File: src/rtl/cache_mem_arbiter.sv
// Shares one SRAM-like memory port between the I-cache miss port and the D-cache port.
// Optional ARB_ROUND_ROBIN_EN selects round-robin contention handling instead of D-over-I priority.
module cache_mem_arbiter #(
  parameter int A_WIDTH = 32,
  parameter int D_WIDTH = 32
) (
  input  logic               clk,
  input  logic               clrn,
  input  logic               i_strobe,
  input  logic [A_WIDTH-1:0] i_a,
  output logic               i_ready,
  output logic [D_WIDTH-1:0] i_dout,
  input  logic               d_strobe,
  input  logic               d_wr,
  input  logic [A_WIDTH-1:0] d_a,
  input  logic [D_WIDTH-1:0] d_wdata,
  output logic               d_ready,
  output logic [D_WIDTH-1:0] d_dout,
  output logic               m_strobe,
  output logic               m_wr,
  output logic [A_WIDTH-1:0] m_a,
  output logic [D_WIDTH-1:0] m_wdata,
  input  logic               m_ready,
  input  logic [D_WIDTH-1:0] m_rdata,
  output logic               busy
);

  typedef enum logic [1:0] {
    IDLE  = 2'd0,
    GNT_I = 2'd1,
    GNT_D = 2'd2
  } state_t;

  state_t state;
  logic   grant_d;

`ifdef ARB_ROUND_ROBIN_EN
  // 1 = D was granted last, 0 = I was granted last
  logic last_grant;

  always_comb begin
    grant_d = d_strobe;
    if (i_strobe && d_strobe) grant_d = ~last_grant;
  end
`else
  always_comb begin
    grant_d = d_strobe;
  end
`endif

  always_ff @(posedge clk) begin
    if (!clrn) begin
      state   <= IDLE;
      m_wr    <= 1'b0;
      m_a     <= '0;
      m_wdata <= '0;
`ifdef ARB_ROUND_ROBIN_EN
      last_grant <= 1'b0;
`endif
    end else begin
      case (state)
        IDLE: begin
          if (i_strobe || d_strobe) begin
            if (grant_d) begin
              m_a     <= d_a;
              m_wdata <= d_wdata;
              m_wr    <= d_wr;
              state   <= GNT_D;
            end else begin
              m_a   <= i_a;
              m_wr  <= 1'b0;
              state <= GNT_I;
            end
`ifdef ARB_ROUND_ROBIN_EN
            last_grant <= grant_d;
`endif
          end
        end
        GNT_I, GNT_D: begin
          if (m_ready) state <= IDLE;
        end
        default: state <= IDLE;
      endcase
    end
  end

  // Completion is reported in the same cycle as m_ready; the IDLE state masks stray m_ready
  always_comb begin
    m_strobe = (state == GNT_I) || (state == GNT_D);
    busy     = m_strobe;
    i_ready  = (state == GNT_I) && m_ready;
    d_ready  = (state == GNT_D) && m_ready;
    i_dout   = m_rdata;
    d_dout   = m_rdata;
  end

endmodule
File: config.mk
export PLATFORM = sky130hd
export DESIGN_NAME = cache_mem_arbiter
export DESIGN_NICKNAME = d
export VERILOG_FILES = /design/src/rtl/cache_mem_arbiter.sv
export SDC_FILE = /design/constraint.sdc
export NUM_CORES = 1
export LEC_CHECK = 0
export BUFFER_PORTS_ARGS = -buffer_cell sky130_fd_sc_hd__buf_4
export CAP_MARGIN = 20
export CORE_UTILIZATION = 30
export DETAILED_ROUTE_END_ITERATION = 10
export PLACE_DENSITY_LB_ADDON = 0.1
export SETUP_SLACK_MARGIN = 0.15
export SLEW_MARGIN = 30
export SYNTH_ARGS = -nofsm -noshare
export SYNTH_HDL_FRONTEND = slang
export SYNTH_SLANG_ARGS = --single-unit
File: constraint.sdc
create_clock -name clk -period 1.5 [get_ports clk]
set_input_delay 0.075 -clock clk [delete_from_list [all_inputs] [get_ports clk]]
set_output_delay 0.075 -clock clk [all_outputs]
set_load 0.01 [all_outputs]
* Word level (Yosys, flattened, before mapping)
Index checks and enable logic that the tools add are counted.
Word-level totals: flip-flop bits (word level) 67, bits in latches 0, memory bits (writable) 0, ROM bits 0, input port bits 134, output and inout bits 133, word-level logic and storage cells 23, memories kept 0
Operators by class: $add $sub $neg 0, multiply operators 0, divide/modulo/power cells 0, $lt $le $gt $ge 0, eq/ne operators 4, shifts and indexed selects 0, mux-type cells 6, bitwise logic cells 0, reduce and logical (&&, ||, !) cells 9
Operator list (number):
- $mux 32 | 1
- $mux 2 | 3
- $ne 2x2->1 const B | 2
- $pmux 2 s2 | 1
- $reduce_and 2->1 | 2
- $reduce_and 3->1 | 1
- $eq 2x1->1 const B | 1
- $eq 2x2->1 const B | 1
- $logic_and 1x1->1 | 2
- $logic_not 2->1 | 1
- $logic_or 1x1->1 | 2
- $reduce_or 2->1 | 1
- $mux 1 | 1

* Longest topological paths before layout
depth in word-level cells 4, gate-level depth with buffers 7, gate-level depth less buffers 5

* Least setup slack after synthesis
OpenSTA, ideal clock, no wires.
path kind flip-flop to flip-flop, start point register state[0], end point register m_a[0], setup time 0.116 ns, arrival 1.189 ns, required time 1.384 ns, setup slack 0.195 ns, cell stages (with the launch flop) 7, path buffers 2, clock period less this slack 1.305 ns, cell sequence dfxtp_1 > inv_1 > ha_1 > o21a_1 > buf_6 > buf_6 > o211a_1
Between the ends: cells in the longest elaborated chain, start to end 2
Ends and longest elaborated chain:
- start: declaration | RTL line 34 | state_t state;
- start signal: assignment | RTL line 53 | state <= IDLE;
- start signal: assignment | RTL line 68 | state <= GNT_D;
- start signal: assignment | RTL line 72 | state <= GNT_I;
- $logic_not 2->1 | RTL line 61 | case (state)
- $reduce_and 2->1 (no line)
- end signal: assignment | RTL line 70 | m_a <= i_a;
- end: declaration | RTL line 21 | output logic [A_WIDTH-1:0] m_a,
No other way between the ends. A chain may end at the register's enable or synchronous reset.

* Worst setup path in the final report
start point register state[1], end point register m_wdata[11]
Between the ends: cells in the longest elaborated chain, start to end 2
Ends and longest elaborated chain:
- $logic_not 2->1 | RTL line 61
- $reduce_and 3->1 (no line)
- end signal: assignment | RTL line 66 | m_wdata <= d_wdata;
- end: declaration | RTL line 22 | output logic [D_WIDTH-1:0] m_wdata,
No other way between the ends.

==> results <==
- Counting along the longest clock path gives a buffer depth of 2.
- The measured slew at the worst slew-check pin is between 0.6 and 0.7 ns.
- The clock arrives with 0.007371 ns of skew.
- In this run the worst hold path is classified as primary input to flip-flop.
- In this run the tool buffered the top-level ports with 170 buffer cells.
- The count of final max-slew check failures is 0.
- Detailed placement ended at an HPWL of 5.950 mm.
- The biggest fanout along the worst timing path is 16.
- The worst setup path is captured at a flip-flop.
- Setup repair after global routing could not meet its margin everywhere.
- After synthesis the netlist holds a flip-flop and latch count of 67.
- Summed over all cells, the static leakage comes to around 2.6 nW.
- Synthesis instantiated 21 different standard cells from the library.
- The die covers roughly 12000 um2.
- The total number of yosys warnings is 0.
- The number of global-route vias before repair came to 2717.
- The total vias in the final route is about 2800.
- The clock sink total is 67.
- TritonCTS built the clock tree.
- In the global route stage, overall resource usage came out at 0.1433.
- The remaining antenna violation count after routing is 0.
- The run finished with clean final reports.
- For the final routed database, the setup TNS stands at 0 ns.
- The master cell of the clock root buffer is clkbuf_16.
- Measured against its own limit, the worst slew margin works out to 0.5799.
- The post-synth design cell area is around 3400 um2.
- The worst register-to-register path has a depth of 6.
- The number of nets handed over by synthesis was about 510.
- The power per standard cell area is about 1200 nW/um2.
- For this configuration, the core starts out at a cell density of 0.3118.
- The worst setup path is launched from a flip-flop.
- The worst setup path is of the flip-flop to flip-flop kind.
- The average routed wire per standard cell is about 14 um.
- The repair_antennas step left the layout with diodes totalling 0.
- The clock latency on the worst-skew pair is 0.33 ns.
- The first global-routing pass estimated roughly 13 mm of wire.
- The floorplan has 38 rows.
- At the end of routability-driven placement, the weighted congestion stood at just over 0.7.
- For the finished layout, the period the worst path requires is 1.278 ns.
- The number of buffers created by CTS is 9.
- The total grt overflow is 0.
- The fmax is between 0.7 and 0.8 GHz.
- The mean number of vias per cell is around 4.4.
- The final hold violation count was 0.
- The endpoint required time on the critical path is about 1.8 ns.
- The horizontal die dimension is 108.6 um.
- Data on the critical path arrives at its endpoint at around 1.5 ns.
- VDD sags by at most 0.0005092 V.
- The post-synthesis average cell area is ~9.1 um2.
- The finished cells cover 4971 um2.
- The number of antenna violations at the first check in global routing is 0.
- In this run the standard cell core region covers between 10000 and 15000 um2.
- The first detailed-routing pass took 4 iterations.
- The count of mapped cells out of synthesis is 373.
- The area overhead of the layout relative to synthesis is 45.80%.
- The placed instance area is around 4300 um2.
- The total wire length is 9.053 mm.
- The post-synthesis sequential area ratio is 0.3934.
- The count of maximum capacitance violations is 0.
- Final hold analysis gives a worst-case slack of between 0.002 and 0.003 ns.
- Entering global routing, the biggest net connects 68 pins.
- The final clock period utilization by the worst path is 0.8522.
- In the final layout, the share of cells above drive strength 1 is 0.4153.
- During I/O placement, the number of pins put on the boundary was 267.
- After the first detailed-routing iteration, the DRC count stood at 60.
- The final count of negative-setup-slack endpoints is 0.
- After the last flow step, the layout net total stands at between 600 and 700.
- The H-tree generated during clock tree synthesis spans 3 levels.
- The number of design rule violations left after detail routing is 0.
- The clock-pin transition on the worst setup and hold timing paths is approximately 0.060 ns.
- The number of cells on the worst hold path is 3.
- The die is between 100 and 150 um tall.
registers in the layout, summed over array words and instances, names as in the netlist:
register,cells
m_wdata,32
m_a,32
m_wr,1
state,2
area by class of cell:
class	instances	area, um2
Clock buffer	12	256.5
Inverter	2	10.01
Sequential cell	67	1344
Timing Repair Buffer	197	1667
Clock inverter	4	72.57
Fill cell	1072	5964
Multi-Input combinational cell	214	1446
Tap cell	140	175.2
cells in the final DEF (no fill, tap or decap), types with 2 or more instances in the layout:
master	count
buf_4	172
nand2_1	97
dfxtp_1	65
mux2i_1	32
o211a_1	32
a21boi_0	20
a21boi_1	15
dlygate4sd3_1	15
clkbuf_16	14
buf_12	5
nand2b_1	3
and2_1	2
o21ai_0	2
ha_4	2
ha_1	2
clkbuf_8	2
bufinv_16	2
dfxtp_2	2
what timing repair did:
action / in CTS / in global routing
gates resized for setup: 1 / 15
setup endpoints to repair: 38 / 71
setup buffers: 0 / 0
endpoints found under the hold margin: 15 / 0
hold buffers: 15 / 0
cloned: 0 / 5
logic make-up after synthesis:
group | after synthesis | synth area share
buffers and inverters | 92 | 0.1949
adders and majority gates | 4 | 0.01468
and+or+nand+nor | 108 | 0.1270
muxes | 32 | 0.09395
DFF | 67 | 0.3934
AOI/OAI and AO/OA | 70 | 0.1762
synthesized netlist by cell type:
library cell  number  area [um2]
nand2_1           98       367.9
dfxtp_1           67        1341
buf_4             66       495.5
mux2i_1           32       320.3
o211a_1           32       320.3
a21boi_0          23       172.7
a21boi_1          12       90.09
buf_2              9       45.04
buf_6              7       78.83
clkbuf_1           6       22.52
ha_1               4       50.05
and2_1             3       18.77
nand2b_1           3       18.77
clkbuf_4           2       15.01
inv_1              2       7.510
o21ai_0            2       10.01
nand3_1            1       5.000
nand4b_1           1       8.760
nor2b_1            1       6.260
nor3b_1            1       7.510
o21a_1             1       7.510
through the flow:
| stage | utilization | power [mW] | cells | worst slack (ns) |
|---|---|---|---|---|
| floorplan | - | 2.933 | 373 | 0.1949 |
| global placement | 0.3951 | 3.386 | 600 | 0.1786 |
| detailed placement | 0.3951 | 3.404 | 600 | 0.1218 |
| CTS | 0.4395 | 5.801 | 631 | 0.1042 |
| global route | 0.4546 | 6.144 | 636 | 0.1403 |
| finish | 0.4546 | 5.836 | 636 | 0.2217 |
report_power, final:
| group | leakage [nW] | internal [mW] | switching [mW] |
|---|---|---|---|
| Sequential | 0.555 | 1.98 | 0.105 |
| Combinational | 1.87 | 0.818 | 0.621 |
| Clock | 0.159 | 1.54 | 0.770 |
worst max-delay path: stages (launching register included):
cell and delay, ns:
dfxtp_2 0.33, inv_2 0.10, ha_4 0.18, and2_4 0.21, clkbuf_16 0.18, nand2_1 0.05, a21boi_0 0.14
routing by layer:
layer | wire length, um | vias to the layer above | track usage | part of all wire
li1 | - | 1411 | - | -
met1 | 3682 | 1271 | 0.1571 | 0.41
met2 | 4411 | 119 | 0.2405 | 0.49
met3 | 764 | 28 | 0.05304 | 0.084
met4 | 194 | 0 | 0.07529 | 0.021
met5 | 0 | - | 0 | 0
path summary, 6_finish.rpt:
kind,slack (ns),to,start
min,0.003,m_wdata[28],d_wdata[28]
min reg2reg,0.45,m_wdata[20],m_wdata[20]
max reg2reg,0.22,m_wdata[11],state[1]
max,0.22,m_wdata[11],state[1]
No activity file was read; power rests on OpenSTA's default activity.
